`src/rtl/pe_eject_nic.sv`:
```
// pe_eject_nic: router ejection-port receive NIC; header check, FWFT FIFO to the PE, saturating stats.
module pe_eject_nic #(
  parameter int DEPTH = 4,
  parameter int CNT_W = 16,
  parameter int ERR_W = 8
) (
  input  logic             clk,
  input  logic             reset,
  input  logic             polarity,
  input  logic             peso,
  input  logic [63:0]      pedo,
  output logic             pero,
  output logic             out_valid,
  input  logic             out_ready,
  output logic [15:0]      out_src,
  output logic [31:0]      out_payload,
  output logic             out_vc,
  output logic             out_err,
  input  logic             cnt_clr,
  output logic [CNT_W-1:0] rx_cnt,
  output logic [ERR_W-1:0] err_cnt,
  output logic             vc_mis
);
  localparam int AW = $clog2(DEPTH);
  localparam logic [AW:0] FULL = (AW+1)'(DEPTH);
  logic [49:0] mem_q [DEPTH];
  logic [49:0] mem_d [DEPTH];
  logic [49:0] hold_q, hold_d, head, entry;
  logic [AW-1:0] wp_q, wp_d, rp_q, rp_d;
  logic [AW:0] cnt_q, cnt_d;
  logic [CNT_W-1:0] rx_q, rx_d;
  logic [ERR_W-1:0] err_q, err_d;
  logic vcm_q, vcm_d, push, pop;
  // hold_q keeps the last popped entry so out_* stay stable while empty
  always_comb begin
    pero = cnt_q != FULL;
    out_valid = cnt_q != '0;
    push = peso & pero;
    pop = out_valid & out_ready;
    entry = {(|pedo[55:48]) | (|pedo[60:56]), pedo[63], pedo[47:32], pedo[31:0]};
    head = out_valid ? mem_q[rp_q] : hold_q;
    mem_d = mem_q;
    if (push) mem_d[wp_q] = entry;
    wp_d = wp_q + AW'(push);
    rp_d = rp_q + AW'(pop);
    cnt_d = cnt_q + (AW+1)'(push) - (AW+1)'(pop);
    hold_d = pop ? head : hold_q;
    rx_d = cnt_clr ? '0 : (push && !(&rx_q)) ? rx_q + CNT_W'(1) : rx_q;
    err_d = cnt_clr ? '0 : (push && entry[49] && !(&err_q)) ? err_q + ERR_W'(1) : err_q;
    vcm_d = !cnt_clr && (vcm_q || (push && pedo[63] != polarity));
    {out_err, out_vc, out_src, out_payload} = head;
    rx_cnt = rx_q;
    err_cnt = err_q;
    vc_mis = vcm_q;
  end
  always_ff @(posedge clk or negedge reset) begin
    if (!reset) begin
      mem_q <= '{default: '0};
      hold_q <= '0;
      wp_q <= '0;
      rp_q <= '0;
      cnt_q <= '0;
      rx_q <= '0;
      err_q <= '0;
      vcm_q <= 1'b0;
    end else begin
      mem_q <= mem_d;
      hold_q <= hold_d;
      wp_q <= wp_d;
      rp_q <= rp_d;
      cnt_q <= cnt_d;
      rx_q <= rx_d;
      err_q <= err_d;
      vcm_q <= vcm_d;
    end
  end
endmodule

```
`config.mk`:
```
export PLATFORM = sky130hd
export DESIGN_NAME = pe_eject_nic
export DESIGN_NICKNAME = d
export VERILOG_FILES = /design/src/rtl/pe_eject_nic.sv
export SDC_FILE = /design/constraint.sdc
export NUM_CORES = 1
export LEC_CHECK = 0
export ABC_AREA = 1
export ABC_CLOCK_PERIOD_IN_PS = 3500
export BUFFER_PORTS_ARGS = -buffer_cell sky130_fd_sc_hd__buf_2
export CAP_MARGIN = 20
export CORE_MARGIN = 2
export CORE_UTILIZATION = 27
export CTS_BUF_LIST = sky130_fd_sc_hd__clkbuf_8
export CTS_CLUSTER_DIAMETER = 30
export DETAILED_ROUTE_END_ITERATION = 10
export PLACE_DENSITY_LB_ADDON = 0.1
export SLEW_MARGIN = 15
export SYNTH_ARGS = -nofsm -noshare
export SYNTH_HDL_FRONTEND = slang
export SYNTH_SLANG_ARGS = --single-unit
```
`constraint.sdc`:
```
create_clock -name clk -period 3.5 [get_ports clk]
set_clock_uncertainty 0.2 [all_clocks]
set_input_delay 0 -clock clk [delete_from_list [all_inputs] [get_ports clk]]
set_output_delay 0 -clock clk [all_outputs]
set_load 0.02 [all_outputs]
```
==> results.toml, run 1 <==
[run_status]
status = "completed"

[place]
dp.cells = 2211
dp_hpwl_mm = 21.79
port_buffers = 144
dpl-instance-area_um2 = 14200
routabilityCongestion = 0.7330

[critical_path]
arrival_ps = 3470
critPathKind = "in2reg"
crit_path_end_kind = "flip-flop"
start_kind = "input port"
required_ps = 3790
cp_max_fo = 4

[detailed_routing]
routed-via-count = 11170
drcViolationCount = 0
drt-total-wl_mm = 38.33
via_per_inst = 4.506
final_antenna_net_count = 0
drt-initial-drc-count = 521
avgRoutedWirePerCell_um = 15.47
first_pass_iters = 5

[timing]
relSlewSlack_pct = 43.53
hold_ws_ps = 54.61
post-route-period-util_pct = 91.08
rsz0062_at_grt = "no"
finalSetupViolCount = 0
period_needed_ps = 3188
hold_viol = 0
worst_pin_slew_ps = 846.2
slew_viol_final = 0
fmax_mhz = 313.7
tns_ps = 0

[power_and_ir_drop]
p_leak_nw = 8.219
power_frac_clock_pct = 31.2
power_density_nw_per_um2 = 988.7
power_frac_comb_pct = 37.2
switching_share_pct = 39.14
p_seq_share_pct = 31.7
vdd_drop_max_mv = 0.3957
p_sw_w = 0.006701
p_int_w = 0.01042

[layout]
multi_input_area_um2 = 5059
antennaDiodeCount = 0
final_cells = 2478
nets = 1870
finalInstanceArea_um2 = 17320
nFillCells = 4966
drive_gt1_share_pct = 18.14
seq_area_um2 = 7062
syn2layout_area_growth_pct = 33.95

[synth]
synth_fa_ha_area_share_pct = 0.5420
synth-compound-area-share_pct = 19.43
netlist_area_um2 = 12930
synth_nets = 1604
synth-xor-area-share_pct = 0.7453
yosys_warnings = 0
ys_ff_latch = 282
post_synth.cell_area_avg_um2 = 8.455
synth.distinct_cells = 33
synthSimpleGateAreaFrac_pct = 18.33
seq_area_frac_synth_pct = 54.59
synth_top_family_by_area = "compound AO/OA/AOI/OAI gates"
syn_inst = 1529
synthMuxAreaShare_pct = 0

[cts]
cts_buffer_depth = 3
cts_tree = "yes"
clockRootBuffer = "clkbuf_8"
worstSkewPairLatency_ps = 650
cts.htree.levels = 3
clock_sinks = 282
cts_buffers = 89
clkSlewWorstSetupHoldPaths_ps = 50

[die]
row_count = 80
io_pins = 147
die_w_um = 222.8
fp.dieArea_um2 = 49650
core_um2 = 47550
initial_core_util_pct = 27.19
fp.dieH_um = 222.8

[run]
cap_violations = 0

[global_routing]
grt_pass1_vias = 11340
grt_max_degree = 103
grt_usage_pct = 15.97
antenna_found_initial = 0
grt_pass1_wl_mm = 62.66
overflow = 0

[min_path]
hp-class = "in2reg"
## routing by layer
| layer | global-route usage (%) | part of all wire (%) |
|---|---|---|
| met3 | 3.597 | 4.3 |
| met4 | 6.127 | 2.2 |
| met5 | 0 | 0 |
| met1 | 20.83 | 47 |
| met2 | 25.81 | 46 |
## final timing paths
path                                   startpoint                      to  slack, ps  cells past startpoint
max                                      pedo[58]   mem_q[99]$_DFFE_PN0P_        310                     12
min                                      pedo[10]   mem_q[10]$_DFFE_PN0P_         50                      4
max reg2reg                    cnt_q[1]$_DFF_PN0_        vc_mis$_DFF_PN0_       1030                      8
min reg2reg                mem_q[115]$_DFFE_PN0P_  mem_q[115]$_DFFE_PN0P_        280                      2
max in group asynchronous                   reset  mem_q[106]$_DFFE_PN0P_       2200                      4
min in group asynchronous                   reset  mem_q[146]$_DFFE_PN0P_        360                      4
## metrics by stage
step / utilization [%] / total power [W] / setup slack [ps]
after global routing: 36.42 / 0.01857 / 134.3
final: 36.42 / 0.01712 / 312.2
after floorplan: - / 0.009742 / 1372
after CTS: 36.34 / 0.01747 / 90.80
after detailed placement: 29.87 / 0.01187 / 900.5
after global placement: 29.87 / 0.01178 / 891.6
## cells by family after synthesis
kind of cell	after synthesis
and+or+nand+nor	582
AOI/OAI and AO/OA	464
DFF	282
adders and majority gates	5
xor gates and xnor gates	11
buffers and inverters	185
## placed cells by master (no fill, tap or decap), types with 14 or more instances in the layout
master / n
nand2_1: 390
dfrtp_1: 280
o21ai_1: 205
o21ai_0: 198
buf_2: 143
nor2_1: 132
clkbuf_8: 118
dlygate4sd3_1: 106
inv_1: 100
o22a_1: 49
nand3_1: 24
buf_4: 14
## area by class of cell
| type | instances | share of cell area (%) |
|---|---|---|
| Inverter | 87 | 1.929 |
| Clock inverter | 41 | 2.218 |
| Multi-Input combinational cell | 1062 | 29.21 |
| Tap cell | 615 | 4.444 |
| Timing Repair Buffer | 273 | 12.04 |
| Clock buffer | 118 | 9.379 |
| Sequential cell | 282 | 40.78 |
## worst max-delay path, cell delays in order
cell           delay (ps)
dlygate4sd3_1         540
buf_2                 120
nor2_1                 70
dlygate4sd3_1         560
nand2_1                40
dlygate4sd3_1         540
nor2_1                 90
dlygate4sd3_1         550
nand2_1                80
dlygate4sd3_1         680
nor2_1                140
a21oi_1                60
## state kept, by name, summed over array words and instances (netlist names)
register and flops:
hold_q 50, wp_q 2, vc_mis 1, rx_cnt 16, cnt_q 3, err_cnt 8, rp_q 2, mem_q 200
## cells in the mapped netlist
library cell,instances,share of area [%]
buf_2,56,2.2
o21bai_1,2,0.12
nand3_4,4,0.54
nor3_1,2,0.077
buf_1,3,0.087
clkbuf_1,26,0.75
inv_1,84,2.4
nor2_4,2,0.17
nand2_1,390,11
o21ai_1,205,7.9
nor2_2,7,0.34
xnor2_1,3,0.20
or2_2,1,0.048
ha_1,4,0.39
o21ai_0,198,7.7
fa_1,1,0.15
nor3_2,1,0.077
nand3_2,1,0.077
inv_6,1,0.068
inv_4,1,0.048
buf_4,4,0.23
nand4_1,11,0.53
nor2_1,132,3.8
o22a_1,49,3.3
dfrtp_1,282,55
xor2_1,8,0.54
nand2_2,6,0.29
buf_6,4,0.35
a21oi_1,10,0.39
inv_2,1,0.029
nand2_4,1,0.087
nand3_1,24,0.93
clkbuf_2,5,0.19
## power by group through the flow
stage,sequential [W],combinational [W],clock (W)
after floorplan,0.00523,0.00451,0
after global placement,0.00544,0.00634,0
after detailed placement,0.00546,0.00641,0
after CTS,0.00543,0.00652,0.00551
after global routing,0.00561,0.00726,0.00570
final,0.00542,0.00636,0.00534
## what timing repair did
item / in CTS / in global routing
gates resized for setup: 0 / 0
buffers inserted: 0 / 0
setup endpoints to repair: 0 / 8
hold buffers: 105 / 3
hold endpoints to repair: 564 / 8
Note: power is estimated with default switching activity, not from simulation.
==> run 2: changes to the inputs <==
- CELL_PAD_IN_SITES_DETAIL_PLACEMENT: unset -> 1
- CELL_PAD_IN_SITES_GLOBAL_PLACEMENT: unset -> 1
==> run 2 against run 1 <==
Effect of this change:
- sequential cell count stayed put
- final area is 0.75% lower
- clock-buffer cell count is 4 higher
- sequential share of layout area is 0.30 points higher
- setup slack worse by 140 ps
- worst hold slack worse by 12 ps
- combinational power is 3% higher
- total power is 0.39% lower
- critical endpoint is now err_cnt[1]$_DFFE_PN0P_
==> results.toml, run 2 (same netlist as run 1, synthesis figures left out) <==
[run_status]
status = "completed"

[timing]
hold_ws_ps = 42.76
worst_pin_slew_ps = 815.9
post-route-period-util_pct = 95.16
rsz0062_at_grt = "no"
finalSetupViolCount = 0
period_needed_ps = 3331
slew_viol_final = 0
fmax_mhz = 300.3
relSlewSlack_pct = 45.55
hold_viol = 0
layout_setup_ws_ps = 169.5
tns_ps = 0

[critical_path]
worst_path_most_repeated_cell = "dlygate4sd3_1"
worst-r2r-cell-count = 9
critPathKind = "in2reg"
cp_top_family = "buffers and inverters"
arrival_ps = 3700
r2r-start = "cnt_q[1]$_DFF_PN0_"
crit_path_end_kind = "flip-flop"
r2r_end = "mem_q[150]$_DFFE_PN0P_"
cp_max_fo = 8
start_kind = "input port"
critPathBufInv = 6
slowest_stage = "dlygate4sd3_1"
required_ps = 3870
max_stage_delay_ps = 770
path_cells = "dlygate4sd3_1 -> buf_2 -> nor2_1 -> dlygate4sd3_1 -> nand2_1 -> dlygate4sd3_1 -> nor2_1 -> dlygate4sd3_1 -> nand2_1 -> nand3_2 -> dlygate4sd3_1 -> nand3_1 -> nand2_1"
r2r_setup_slack_ps = 860

[cts]
clock_sinks = 282
worstSkewPairLatency_ps = 630
clkSlewWorstSetupHoldPaths_ps = 50
cts_buffers = 93
cts.htree.levels = 3
cts_tree = "yes"
clockRootBuffer = "clkbuf_8"
cts_buffer_depth = 3

[layout]
regMostFlops = "mem_q"
syn2layout_area_growth_pct = 32.95
layout_commonest_cell = "nand2_1"
nFillCells = 5636
seq_area_um2 = 7061
nets = 1864
largest_reg_flops = 200
multi_input_area_um2 = 5059
antennaDiodeCount = 0
drive_gt1_share_pct = 18.67
final_cell_mix = "nand2_1 (390), dfrtp_1 (281), o21ai_1 (205)"
final_cells = 2474

[global_routing]
grt_max_degree = 104
grt_pass1_wl_mm = 66.87
overflow = 0
grt_pass1_vias = 12340
antenna_found_initial = 0
grt_usage_pct = 17.02

[detailed_routing]
final_antenna_net_count = 0
via_per_inst = 4.596
first_pass_iters = 4
drt-initial-drc-count = 509
routed-via-count = 11370
drt-total-wl_mm = 40.85
drcViolationCount = 0
avgRoutedWirePerCell_um = 16.51

[power_and_ir_drop]
vdd_drop_max_mv = 0.4187
p_leak_nw = 8.149
power_density_nw_per_um2 = 992.3

[min_path]
timing.hold.worst_path_depth = 4
min_to = "mem_q[41]$_DFFE_PN0P_"
hp-start = "pedo[41]"
hp-class = "in2reg"

[place]
dp.cells = 2210
dp_hpwl_mm = 23.25
routabilityCongestion = 0.7050
port_buffers = 144
place_ws_ps = 851.6

[die]
initial_core_util_pct = 27.19
core_um2 = 47550
row_count = 80
fp.dieH_um = 222.8
die_w_um = 222.8
fp.dieArea_um2 = 49650
io_pins = 147

[run]
cap_violations = 0
## run 2: cell types whose count changed in the layout (fill, tap and decap cells not counted), sizes merged
| cell | previous run | this run |
|---|---|---|
| inv | 108 | 99 |
| buf | 167 | 166 |
| clkinv | 10 | 21 |
| bufinv | 7 | 3 |
| clkbuf | 118 | 122 |
| dlygate4sd3 | 106 | 97 |
| clkinvlp | 3 | 7 |
## run 2: worst max path at each step
stage                        from  slack [ps]                      to  cells after the start
3_3_place_gp   cnt_q[1]$_DFF_PN0_         900  mem_q[152]$_DFFE_PN0P_                      9
3_5_place_dp   cnt_q[1]$_DFF_PN0_         850  mem_q[150]$_DFFE_PN0P_                      9
2_1_floorplan  cnt_q[1]$_DFF_PN0_        1370      cnt_q[2]$_DFF_PN0_                      9
5_1_grt                  pedo[56]          10  err_cnt[4]$_DFFE_PN0P_                     13
4_1_cts                  pedo[56]         230  err_cnt[1]$_DFFE_PN0P_                     13
6_report                 pedo[56]         170  err_cnt[1]$_DFFE_PN0P_                     13
## run 2: timing repair
item,in CTS,in global routing
endpoints found under the hold margin,533,0
setup buffers,0,0
resized for setup,0,0
hold buffers,98,0
## run 2: final cells by class
class	instances	share of cell area, %
Multi-Input combinational cell	1062	29.43
Clock inverter	43	1.733
Clock buffer	122	9.770
Tap cell	615	4.477
Sequential cell	282	41.08
Inverter	87	1.944
Timing Repair Buffer	263	11.56
## run 2: per-stage QoR
stage          util (%)  power [W]  area (µm²)
4_1_cts           36.11    0.01741       17170
6_report          36.15    0.01705       17190
2_1_floorplan         -   0.009742       12930
3_3_place_gp      29.85    0.01183       14190
5_1_grt           36.15    0.01849       17190
3_5_place_dp      29.85    0.01197       14190
## run 2: tightest hold or removal path, delay by kind of cell
family | cells | cell delay [ps]
buffers and inverters | 3 | 700
AO/OA/AOI/OAI | 1 | 130
## run 2: metal layers
metal  GRT usage [%]  vias up  part of all wire, %
met5               0        -                    0
met4           5.304        0                  2.1
met3           3.928       72                  3.7
met2           28.30      181                   47
met1           21.96     5517                   47
li1                -     5600                    -
## run 2: power breakdown
group | switching, W | internal, W
sequential | 0.000712 | 0.00464
combinational | 0.00425 | 0.00227
clock | 0.00187 | 0.00331
==> run 3: changes to the inputs <==
- CORE_MARGIN: 2 -> unset
- CORE_UTILIZATION: 27 -> 49
==> run 3 against run 2 <==
Effect of this change:
- clock power fell by 14%
- maximum frequency rose by 0.66%
- combinational power rose by 1%
- total power fell by 3.3%
- register-to-register slack improved by 200 ps
- sequential cell count did not move
- first-iteration DRC count rose by 23%
- critical path type unchanged
- critical endpoint is now err_cnt[7]$_DFFE_PN0P_
- largest cell class unchanged
==> results.toml, run 3 (same netlist as run 1, synthesis figures left out) <==
[cts]
clkSlewWorstSetupHoldPaths_ps = 60
cts_setup_buffers = 0
clockRootBuffer = "clkbuf_8"
cts.htree.levels = 3
clock_sinks = 282
cts_buffer_depth = 3
cts_buffers = 71
cts_tree = "yes"
worstSkewPairLatency_ps = 570

[die]
die_w_um = 164.4
initial_core_util_pct = 49.75
fp.dieH_um = 164.4
fp.dieArea_um2 = 27040
io_pins = 147
core_um2 = 25980
row_count = 59

[layout]
finalInstanceArea_um2 = 16110
fin_util_pct = 61.99
layout_commonest_cell = "nand2_1"
syn2layout_area_growth_pct = 24.61
regMostFlops = "mem_q"
nets = 1811
largest_reg_flops = 200
final_cell_mix = "nand2_1 (390), dfrtp_1 (281), o21ai_1 (205)"
drive_gt1_share_pct = 17.55
antennaDiodeCount = 0

[run_status]
status = "completed"

[critical_path]
crit_path_end_kind = "flip-flop"
cp_max_fo = 9
required_ps = 3750
r2r_setup_slack_ps = 1060
r2r-start = "cnt_q[1]$_DFF_PN0_"
setup.worst_path.start = "pedo[56]"
arrival_ps = 3560
start_kind = "input port"
critPathKind = "in2reg"

[power_and_ir_drop]
p_leak_nw = 7.780
power_density_nw_per_um2 = 1024
finalPower_w = 0.01649
vdd_drop_max_mv = 0.5784

[min_path]
hp-class = "in2reg"
hp-start = "pedo[13]"

[run]
cap_violations = 0

[timing]
finalSetupViolCount = 0
period_needed_ps = 3309
worst_pin_slew_ps = 1081
relSlewSlack_pct = 27.91
tns_ps = 0
slew_viol_final = 0
hold_viol = 0
hold_ws_ps = 66.96
fmax_mhz = 302.2
post-route-period-util_pct = 94.53
rsz0062_at_grt = "no"

[detailed_routing]
drcViolationCount = 0
routed-via-count = 11700
final_antenna_net_count = 0
wl_met2_mm = 20.24
avgRoutedWirePerCell_um = 18.48
top_layer = "met4"
drt-total-wl_mm = 39.25
via_per_inst = 5.506
wl_met1_mm = 16.83
first_pass_iters = 5
wl_met3_mm = 1.255
drt-initial-drc-count = 627

[global_routing]
antenna_found_initial = 0
grt_usage_pct = 30.05
overflow = 0
grt_pass1_vias = 12580
grt_max_degree = 101
grt_pass1_wl_mm = 63.91

[place]
port_buffers = 144
dp_hpwl_mm = 21.14
routabilityCongestion = 0.7772
dpl-instance-area_um2 = 13850
[run 3: routing by layer]
metal	GRT usage, %	up-vias
met5	0	-
met4	10.51	0
met3	4.345	74
met2	53.72	220
met1	37.02	5911
li1	-	5490
[run 3: path summary, 6_finish.rpt]
path                                           to  cells after the start
min reg2reg                mem_q[125]$_DFFE_PN0P_                      2
max reg2reg                 mem_q[45]$_DFFE_PN0P_                      8
min in group asynchronous       rp_q[1]$_DFF_PN0_                      4
min                         mem_q[63]$_DFFE_PN0P_                      4
max in group asynchronous   mem_q[89]$_DFFE_PN0P_                      4
max                        err_cnt[7]$_DFFE_PN0P_                     13
[run 3: final cells by class]
cell class	instances	area (µm²)
sequential	282	7058
clock inverter	41	422.9
clock buffer	85	1170
fill	3113	9876
inverter	87	334.1
tap	335	419.2
timing repair buffer	232	1647
multi-input combinational	1062	5059
[run 3: timing repair]
item | CTS | global route
resized for setup | 0 | 0
hold endpoints to repair | 522 | 0
hold buffers | 67 | 0
setup endpoints to repair | 0 | 12
[run 3: worst max-delay path, stage by stage]
cell and delay [ps]:
dlygate4sd3_1 540, buf_2 120, nor2_1 140, dlygate4sd3_1 610, nand2_1 60, dlygate4sd3_1 570, nor2_1 100, dlygate4sd3_1 570
nand2_1 210, nand3_2 270, nand2_2 180, nand2_1 140, nand2_1 50
[run 3: power breakdown]
part	switching (W)	internal, W	total, W	leakage (nW)
Sequential	0.000785	0.00464	0.00542	3.55
Clock	0.00167	0.00281	0.00448	0.830
Combinational	0.00435	0.00223	0.00659	3.40
[run 3: per-stage QoR]
step           worst slack (ps)  instances
6_report                  191.4       2124
5_1_grt                   79.97       2124
4_1_cts                   142.1       2126
3_5_place_dp               1110       1933
3_3_place_gp               1153       1933
2_1_floorplan              1372       1529
